<file path="src/rtl/filter_arbiter_pkg.sv">
// Shared constants for the filter arbiter: default geometry and the layout of
// the selected-pair bundle {ref_id, neighbor_id, r2, dz, dy, dx} (dx in the LSBs).
package filter_arbiter_pkg;

  localparam int unsigned DATA_WIDTH_DEF        = 32;
  localparam int unsigned PARTICLE_ID_WIDTH_DEF = 20;
  localparam int unsigned NUM_FILTER_DEF        = 4;
  localparam int unsigned FILTER_SEL_WIDTH_DEF  = 2;
  localparam int unsigned COUNT_WIDTH_DEF       = 32;

  localparam int unsigned PAIR_WIDTH = 2 * PARTICLE_ID_WIDTH_DEF + 4 * DATA_WIDTH_DEF;

  // Pair bundle width for an arbitrary ID/data geometry.
  function automatic int unsigned pair_width(input int unsigned id_w, input int unsigned data_w);
    return 2 * id_w + 4 * data_w;
  endfunction

endpackage

</file>
<file path="src/rtl/filter_arbiter_rr_priority_select.sv">
// Combinational round-robin pick: first set request bit scanning
// last_grant+1, last_grant+2, ... modulo N.
// Ports: req (request vector), last_grant (index granted most recently),
//        grant (one-hot), grant_idx (index of grant), any_grant.
module rr_priority_select #(
  parameter int unsigned N     = 4,
  parameter int unsigned SEL_W = 2
) (
  input  logic [N-1:0]     req,
  input  logic [SEL_W-1:0] last_grant,
  output logic [N-1:0]     grant,
  output logic [SEL_W-1:0] grant_idx,
  output logic             any_grant
);

  logic [SEL_W-1:0] cand;

  // Offset 1 is scanned first; offset N wraps back onto last_grant itself.
  always_comb begin
    grant     = '0;
    grant_idx = '0;
    any_grant = 1'b0;
    cand      = '0;
    for (int unsigned i = 1; i <= N; i++) begin
      cand = SEL_W'((32'(last_grant) + i) % N);
      if (!any_grant && req[cand]) begin
        any_grant   = 1'b1;
        grant_idx   = cand;
        grant[cand] = 1'b1;
      end
    end
  end

endmodule

</file>
<file path="src/rtl/filter_arbiter.sv">
// Round-robin arbiter between NUM_FILTER pair buffers and one force pipeline.
// Pulses a one-hot read select, captures the buffer output one cycle later and
// presents a registered pair with a valid strobe two cycles after the select.
// Ports:
//   clk, rst (async, active-low)
//   particle_pair_available  per-filter non-empty flags
//   sel                      one-hot read select (combinational)
//   *_in                     per-filter buffer outputs, filter i in slice i
//   out_stall                blocks new grants only
//   ref/neighbor_particle_id_out, r2, dx, dy, dz  registered selected pair
//   out_valid, out_filter_id  pair strobe and source filter
//   pair_count               grants since reset (wraps)
module filter_arbiter
  import filter_arbiter_pkg::*;
#(
  parameter int unsigned DATA_WIDTH        = DATA_WIDTH_DEF,
  parameter int unsigned PARTICLE_ID_WIDTH = PARTICLE_ID_WIDTH_DEF,
  parameter int unsigned NUM_FILTER        = NUM_FILTER_DEF,
  parameter int unsigned FILTER_SEL_WIDTH  = FILTER_SEL_WIDTH_DEF,
  parameter int unsigned COUNT_WIDTH       = COUNT_WIDTH_DEF
) (
  input  logic                                    clk,
  input  logic                                    rst,
  input  logic [NUM_FILTER-1:0]                   particle_pair_available,
  output logic [NUM_FILTER-1:0]                   sel,
  input  logic [NUM_FILTER*PARTICLE_ID_WIDTH-1:0] ref_particle_id_in,
  input  logic [NUM_FILTER*PARTICLE_ID_WIDTH-1:0] neighbor_particle_id_in,
  input  logic [NUM_FILTER*DATA_WIDTH-1:0]        r2_in,
  input  logic [NUM_FILTER*DATA_WIDTH-1:0]        dx_in,
  input  logic [NUM_FILTER*DATA_WIDTH-1:0]        dy_in,
  input  logic [NUM_FILTER*DATA_WIDTH-1:0]        dz_in,
  input  logic                                    out_stall,
  output logic [PARTICLE_ID_WIDTH-1:0]            ref_particle_id_out,
  output logic [PARTICLE_ID_WIDTH-1:0]            neighbor_particle_id_out,
  output logic [DATA_WIDTH-1:0]                   r2,
  output logic [DATA_WIDTH-1:0]                   dx,
  output logic [DATA_WIDTH-1:0]                   dy,
  output logic [DATA_WIDTH-1:0]                   dz,
  output logic                                    out_valid,
  output logic [FILTER_SEL_WIDTH-1:0]             out_filter_id,
  output logic [COUNT_WIDTH-1:0]                  pair_count
);

  localparam int unsigned PAIR_W  = pair_width(PARTICLE_ID_WIDTH, DATA_WIDTH);
  localparam int unsigned SLOTS   = 2 ** FILTER_SEL_WIDTH;
  localparam int unsigned DY_LSB  = DATA_WIDTH;
  localparam int unsigned DZ_LSB  = 2 * DATA_WIDTH;
  localparam int unsigned R2_LSB  = 3 * DATA_WIDTH;
  localparam int unsigned NBR_LSB = 4 * DATA_WIDTH;
  localparam int unsigned REF_LSB = 4 * DATA_WIDTH + PARTICLE_ID_WIDTH;

  logic [NUM_FILTER-1:0]       req_c;
  logic [NUM_FILTER-1:0]       grant_oh;
  logic [FILTER_SEL_WIDTH-1:0] grant_idx;
  logic                        any_grant;
  logic                        grant_c;
  logic [FILTER_SEL_WIDTH-1:0] last_grant;
  logic                        stage1_valid;
  logic [FILTER_SEL_WIDTH-1:0] stage1_idx;
  logic [PAIR_W-1:0]           pair_slot [SLOTS];
  logic [PAIR_W-1:0]           pair_q;

  // Stall blocks new grants only; in-flight reads still drain.
  assign req_c = out_stall ? '0 : particle_pair_available;

  rr_priority_select #(
    .N     (NUM_FILTER),
    .SEL_W (FILTER_SEL_WIDTH)
  ) u_rr (
    .req        (req_c),
    .last_grant (last_grant),
    .grant      (grant_oh),
    .grant_idx  (grant_idx),
    .any_grant  (any_grant)
  );

  // Reset gates the select so no buffer is popped while the arbiter is held.
  assign grant_c = any_grant & rst;
  assign sel     = rst ? grant_oh : '0;

  // Per-filter pair bundles; index slots beyond NUM_FILTER read as zero.
  for (genvar g = 0; g < SLOTS; g++) begin : g_slot
    if (g < NUM_FILTER) begin : g_live
      assign pair_slot[g] = {ref_particle_id_in[g*PARTICLE_ID_WIDTH +: PARTICLE_ID_WIDTH],
                             neighbor_particle_id_in[g*PARTICLE_ID_WIDTH +: PARTICLE_ID_WIDTH],
                             r2_in[g*DATA_WIDTH +: DATA_WIDTH],
                             dz_in[g*DATA_WIDTH +: DATA_WIDTH],
                             dy_in[g*DATA_WIDTH +: DATA_WIDTH],
                             dx_in[g*DATA_WIDTH +: DATA_WIDTH]};
    end else begin : g_pad
      assign pair_slot[g] = '0;
    end
  end

  // Grant bookkeeping and two-stage capture pipeline.
  always_ff @(posedge clk or negedge rst) begin
    if (!rst) begin
      last_grant    <= FILTER_SEL_WIDTH'(NUM_FILTER - 1);
      stage1_valid  <= 1'b0;
      stage1_idx    <= '0;
      pair_count    <= '0;
      out_valid     <= 1'b0;
      out_filter_id <= '0;
      pair_q        <= '0;
    end else begin
      stage1_valid <= grant_c;
      if (grant_c) begin
        last_grant <= grant_idx;
        stage1_idx <= grant_idx;
        pair_count <= pair_count + COUNT_WIDTH'(1);
      end
      out_valid <= stage1_valid;
      if (stage1_valid) begin
        pair_q        <= pair_slot[stage1_idx];
        out_filter_id <= stage1_idx;
      end
    end
  end

  assign dx                       = pair_q[0 +: DATA_WIDTH];
  assign dy                       = pair_q[DY_LSB +: DATA_WIDTH];
  assign dz                       = pair_q[DZ_LSB +: DATA_WIDTH];
  assign r2                       = pair_q[R2_LSB +: DATA_WIDTH];
  assign neighbor_particle_id_out = pair_q[NBR_LSB +: PARTICLE_ID_WIDTH];
  assign ref_particle_id_out      = pair_q[REF_LSB +: PARTICLE_ID_WIDTH];

endmodule

</file>
<file path="config.mk">
export PLATFORM = sky130hd
export DESIGN_NAME = filter_arbiter
export DESIGN_NICKNAME = d
export VERILOG_FILES = /design/src/rtl/filter_arbiter_pkg.sv /design/src/rtl/filter_arbiter_rr_priority_select.sv /design/src/rtl/filter_arbiter.sv
export SDC_FILE = /design/constraint.sdc
export NUM_CORES = 1
export LEC_CHECK = 0
export ABC_AREA = 1
export BUFFER_PORTS_ARGS = -buffer_cell sky130_fd_sc_hd__buf_2
export CAP_MARGIN = 20
export CORE_AREA = 2 2 341 343
export DETAILED_ROUTE_END_ITERATION = 7
export DIE_AREA = 0 0 343 345
export GPL_TIMING_DRIVEN = 0
export PLACE_DENSITY = 0.33
export SYNTH_ARGS = -nofsm -noshare
export SYNTH_HDL_FRONTEND = slang
export SYNTH_SLANG_ARGS = --single-unit
</file>
<file path="constraint.sdc">
create_clock -name clk -period 2.4 [get_ports clk]
set_clock_uncertainty 0.2 [all_clocks]
set_input_delay 0.24 -clock clk [delete_from_list [all_inputs] [get_ports clk]]
set_output_delay 0.24 -clock clk [all_outputs]
set_load 0.1 [all_outputs]
</file>
Word-level counts from Yosys, hierarchy flattened
Index checks and enable logic that the tools add are counted.

word-level totals
  word-level logic and storage cells = 69
  output and inout bits = 207
  flip-flop bits (word level) = 208

cells by class
  add/sub/neg operators = 5
  order comparisons = 9
  multiplexer cells = 33
  bitwise gates (word level) = 5
  reduce and logical (&&, ||, !) cells = 10

operators by type and width
  operator                 count
  $bmux W168 S2            1
  $mux W168                2
  $add A32 B1 Y32 const B  1
  $mux W4                  6
  $lt A2 B3 Y1 const B     4
  $mux W1                  12
  $or A4 B4 Y4             3
  $bmux W1 S2              4
  $demux W1 S2             4
  $ge A2 B1 Y1 const B     4
  $mux W2                  4
  $logic_and A1 B1 Y1      7
  $add A2 B1 Y2 const B    2
  $add A2 B2 Y2 const B    2
  $ge A3 B3 Y1 const B     1
  $logic_not A1 Y1         3
  $not A2 Y3               1
  $and A1 B1 Y1            1

Longest topological paths before layout
  word-level depth = 14
  depth in mapped cells = 14
  depth with buffers taken out = 13

Hierarchy
From an unflattened synthesis, not the netlist that was laid out.

unflattened totals
  cell total of the unflattened synthesis = 2000
  area total of the unflattened synthesis = 13466.7 um^2

by module, submodules not included
  module              seq. area each (um^2)  instances  area an instance (um^2)  cells an instance
  filter_arbiter      5207.5                 1          12931.2                  1919
  rr_priority_select  0.0                    1          535.5                    81

Least setup slack after synthesis
No wires, ideal clock.

  path type = register to output
  start point = reg last_grant[0]
  end point = out sel[0]
  required time = 1.960 ns
  cell stages (with the launch flop) = 13
  arrival = 3.104 ns
  buffers on the path = 1
  setup slack = -1.144 ns
  cells stage by stage = dfstp_2 -> buf_6 -> inv_6 -> ha_1 -> inv_1 -> nand3_1 -> nand2_4 -> inv_2 -> nor2_4 -> nand3_2 -> nor2_1 -> nor2_1 -> nor2_1

on the way
  word-level cells in the longest chain between the ends = 14

RTL lines
  element                                                RTL line                                 text
  start: declaration                                     filter_arbiter.sv:57                     logic [FILTER_SEL_WIDTH-1:0] last_grant;
  start signal: assignment                               filter_arbiter.sv:98                     last_grant <= FILTER_SEL_WIDTH'(NUM_FILTER - 1);
  start signal: assignment                               filter_arbiter.sv:108                    last_grant <= grant_idx;
  branches (longest 12 deep; another with $lt A2 B3 Y1)  n/a
  $mux W4 *                                              filter_arbiter_rr_priority_select.sv:26  if (!any_grant && req[cand]) begin
  $mux W4 *                                              filter_arbiter.sv:79                     assign sel = rst ? grant_oh : '0;
  end: declaration                                       filter_arbiter.sv:25                     output logic [NUM_FILTER-1:0] sel,

Every way passes the cells marked *. The select of a mux whose other input is x is not followed.

Final worst setup path
  start point = reg last_grant[0]
  end point = out sel[1]

The elaborated chain is that of the path after synthesis.

==> run_results.csv <==
group,metric,value,unit
worst_hold_path,hp-class,"input pin to flip-flop",
critical_path,r2r_cells,13,
critical_path,endpoint,"sel[1]",
timing,holdWs,62.0,ps
timing,slew_headroom,35.3,%
logic_synthesis,synth_seq_cells,208,
logic_synthesis,synth-main-ff-cell,"dfrtp_1",
critical_path,critPathRequiredTime,1960,ps
place,pre_cts_ws,-831,ps
logic_synthesis,netlist_area,13600,sq um
clock_network,clkSinkCount,208,
critical_path,startpoint,"last_grant[0]",
clock_network,cts_root_buf,"clkbuf_16",
critical_path,worstReg2RegEnd,"stage1_idx[1]",
status,failed_checks,"negative setup slack",
routing,detail-route-antenna-nets,0,
global_route,antenna_found_initial,13,
floorplanning,die_area,118000,sq um
timing,fin_ws,-617,ps
critical_path,worstSetupPathType,"flip-flop to primary output",
global_route,grt_pass1_vias,22200,
place,placed_cells,4484,
critical_path,regToRegStartpoint,"last_grant[0]",
floorplanning,die_w,343,um
critical_path,worst-endpoint-arrival,2580,ps
logic_synthesis,synth.distinct_cells,31,
clock_network,worstSkewPairLatency,580,ps
critical_path,end_kind,"primary output",
place,place_congestion,0.900,
place,dp_hpwl,89.8,mm
place,port_buffers,885,
pwr,vdd_ir_drop_max,617,uV
logic_synthesis,yosysTopAreaCellShare,37.8,%
timing,min_period,3020,ps
floorplanning,ios,886,
timing,tns,-2450,ps
global_route,global_route.usage.total,18.7,%
clock_network,cts_buffers,34,
critical_path,critPathLaunchType,"flip-flop",
clock_network,cts_buffer_depth,3,
timing,rsz0062_at_grt,"true",
timing,tightest_slew,970,ps
routing,wl_per_cell,21.9,um
timing,final_max_slew_viol_count,0,
timing,fmax,331,MHz
logic_synthesis,syn_inst,2065,
flow_run,drv_cap,0,
pwr,cellPowerDensity,1480,nW/um^2
logic_synthesis,yosysMostFrequentCell,"nor2_1",
critical_path,critical_path.max_fanout,5,
routing,vias_per_cell,4.04,
global_route,grt-ovfl-total,0,
clock_network,htree_levels,2,
floorplanning,start_util,11.8,%
finish,drive_above_1_share,30.3,%
routing,detail_route.iter0.violations,1352,
logic_synthesis,ys_seq_area_share,38.2,%
routing,drcViolationCount,0,
logic_synthesis,synth_area_per_cell,6.60,sq um
logic_synthesis,yosys.area.top_type,"dfrtp_1",
routing,vias,21200,
routing,drt_pass1_iterations,5,
clock_network,clkTransAtPathRegs,60,ps
logic_synthesis,async_flop_share,100,%
logic_synthesis,synth_edf_count,0,
logic_synthesis,synth_commonest_cells,"888 x nor2_1, 338 x o21ai_0, 206 x dfrtp_1, 168 x a31oi_1, 154 x nand2_1",
global_route,grt_max_degree,97,
status,outcome,"finished, violations left",
pwr,p_leak,12.9,nW
timing,finalHoldViolCount,0,
global_route,grt_pass1_wl,159,mm
clock_network,cts_tree,"yes",
critical_path,r2r_slack,20,ps
finish,nets,4366,
finish,stdcell_count,5234,
finish,area_growth,109,%
logic_synthesis,synth_area_leaders,"dfrtp_1 38%, nor2_1 24%, o21ai_0 12%",
floorplanning,rows,125,
logic_synthesis,yosys_warnings,0,
routing,wirelength,115,mm
floorplanning,die_y,345,um
timing,finalCritPeriodShare,126,%
floorplanning,core-area,115000,sq um
logic_synthesis,synth_fp_nets,2753,
timing,final-setup-viol-count,4,
## worst max-delay path, cell delays in order (launching register included)
cell	delay, ps
dfstp_2	540
buf_6	120
inv_8	30
ha_4	290
nand3_2	90
nand2_4	100
inv_4	50
nor2_4	160
nand3_4	140
nor2_2	120
nor2_2	60
nor2_4	120
buf_12	190
## cell type report
| type | instances | area, sq um |
|---|---|---|
| Fill cell | 13000 | 86700 |
| Timing Repair Buffer | 1578 | 11500 |
| Multi-Input combinational cell | 1661 | 7640 |
| Sequential cell | 208 | 5210 |
| Tap cell | 1524 | 1910 |
| Clock buffer | 54 | 1010 |
| Buffer | 154 | 875 |
| Inverter | 41 | 176 |
| Clock inverter | 7 | 110 |
| Antenna cell | 7 | 17.5 |
## layer usage
| layer | routed length (um) | vias to the layer above | track usage [%] |
|---|---|---|---|
| met5 | 12 | - | 0 |
| met4 | 3490 | 2 | 5.75 |
| met3 | 6600 | 150 | 3.42 |
| met2 | 55100 | 786 | 32.0 |
| met1 | 49600 | 10200 | 23.5 |
| li1 | - | 10100 | - |
## flip-flops by register name, indices dropped and copies added (netlist names)
signal,count
pair_q,168
out_filter_id,2
pair_count,32
stage1_valid,1
stage1_idx,2
out_valid,1
last_grant,2
## through the flow
stage | instance area [sq um] | util [%] | power (W)
after CTS | 28300 | 24.6 | 0.0425
final | 28400 | 24.7 | 0.0420
after global routing | 28400 | 24.7 | 0.0444
after detailed placement | 20200 | 17.6 | 0.0355
after global placement | 20000 | 17.4 | 0.0353
after floorplan | 13700 | - | 0.0259
## logic make-up (layout without fill, tap and decap cells)
kind of cell | after synthesis | count (layout) | synth area share (%)
fa+ha+maj | 9 | 9 | 0.826
buf+inv | 196 | 1834 | 6.58
other cells | 0 | 7 | 0
xor+xnor | 28 | 28 | 1.80
compound gates | 524 | 524 | 21.1
simple gates | 1100 | 1100 | 31.5
flops | 208 | 208 | 38.2
## how the worst min path moves through the flow
stage                                startpoint                to  slack, ps  cells after the start
floorplan                                   rst  out_filter_id[0]       -260                      0
global placement               out_filter_id[0]  out_filter_id[0]        260                      2
finish              neighbor_particle_id_in[41]       pair_q[129]         60                      5
CTS                                  dy_in[127]        pair_q[63]         10                      3
detailed placement                          rst       pair_q[100]        -50                      1
global route                                rst       pair_q[113]         80                      3
## cells in the final DEF, fill, tap and decap left out, types with 13 or more instances in the layout
master,instances
a31oi_1,168
buf_2,904
buf_4,36
clkbuf_1,59
clkbuf_16,35
clkbuf_2,36
dfrtp_1,203
dlygate4sd3_1,666
inv_1,31
nand2_1,153
nand3_1,18
nor2_1,875
nor3_1,13
o21ai_0,330
xor2_1,16
## what timing repair did
item,in CTS,in global routing
gates resized for setup,91,36
pin swaps,9,3
hold buffers,666,1
setup buffers,16,0
endpoints found under the setup margin,178,93
endpoints found under the hold margin,377,1
## power by group
group | internal, W | total (W) | switching, W
logic | 0.00663 | 0.0305 | 0.0238
clock network | 0.00310 | 0.00518 | 0.00208
registers | 0.00519 | 0.00631 | 0.00112
(Power assumes the default switching activity.)
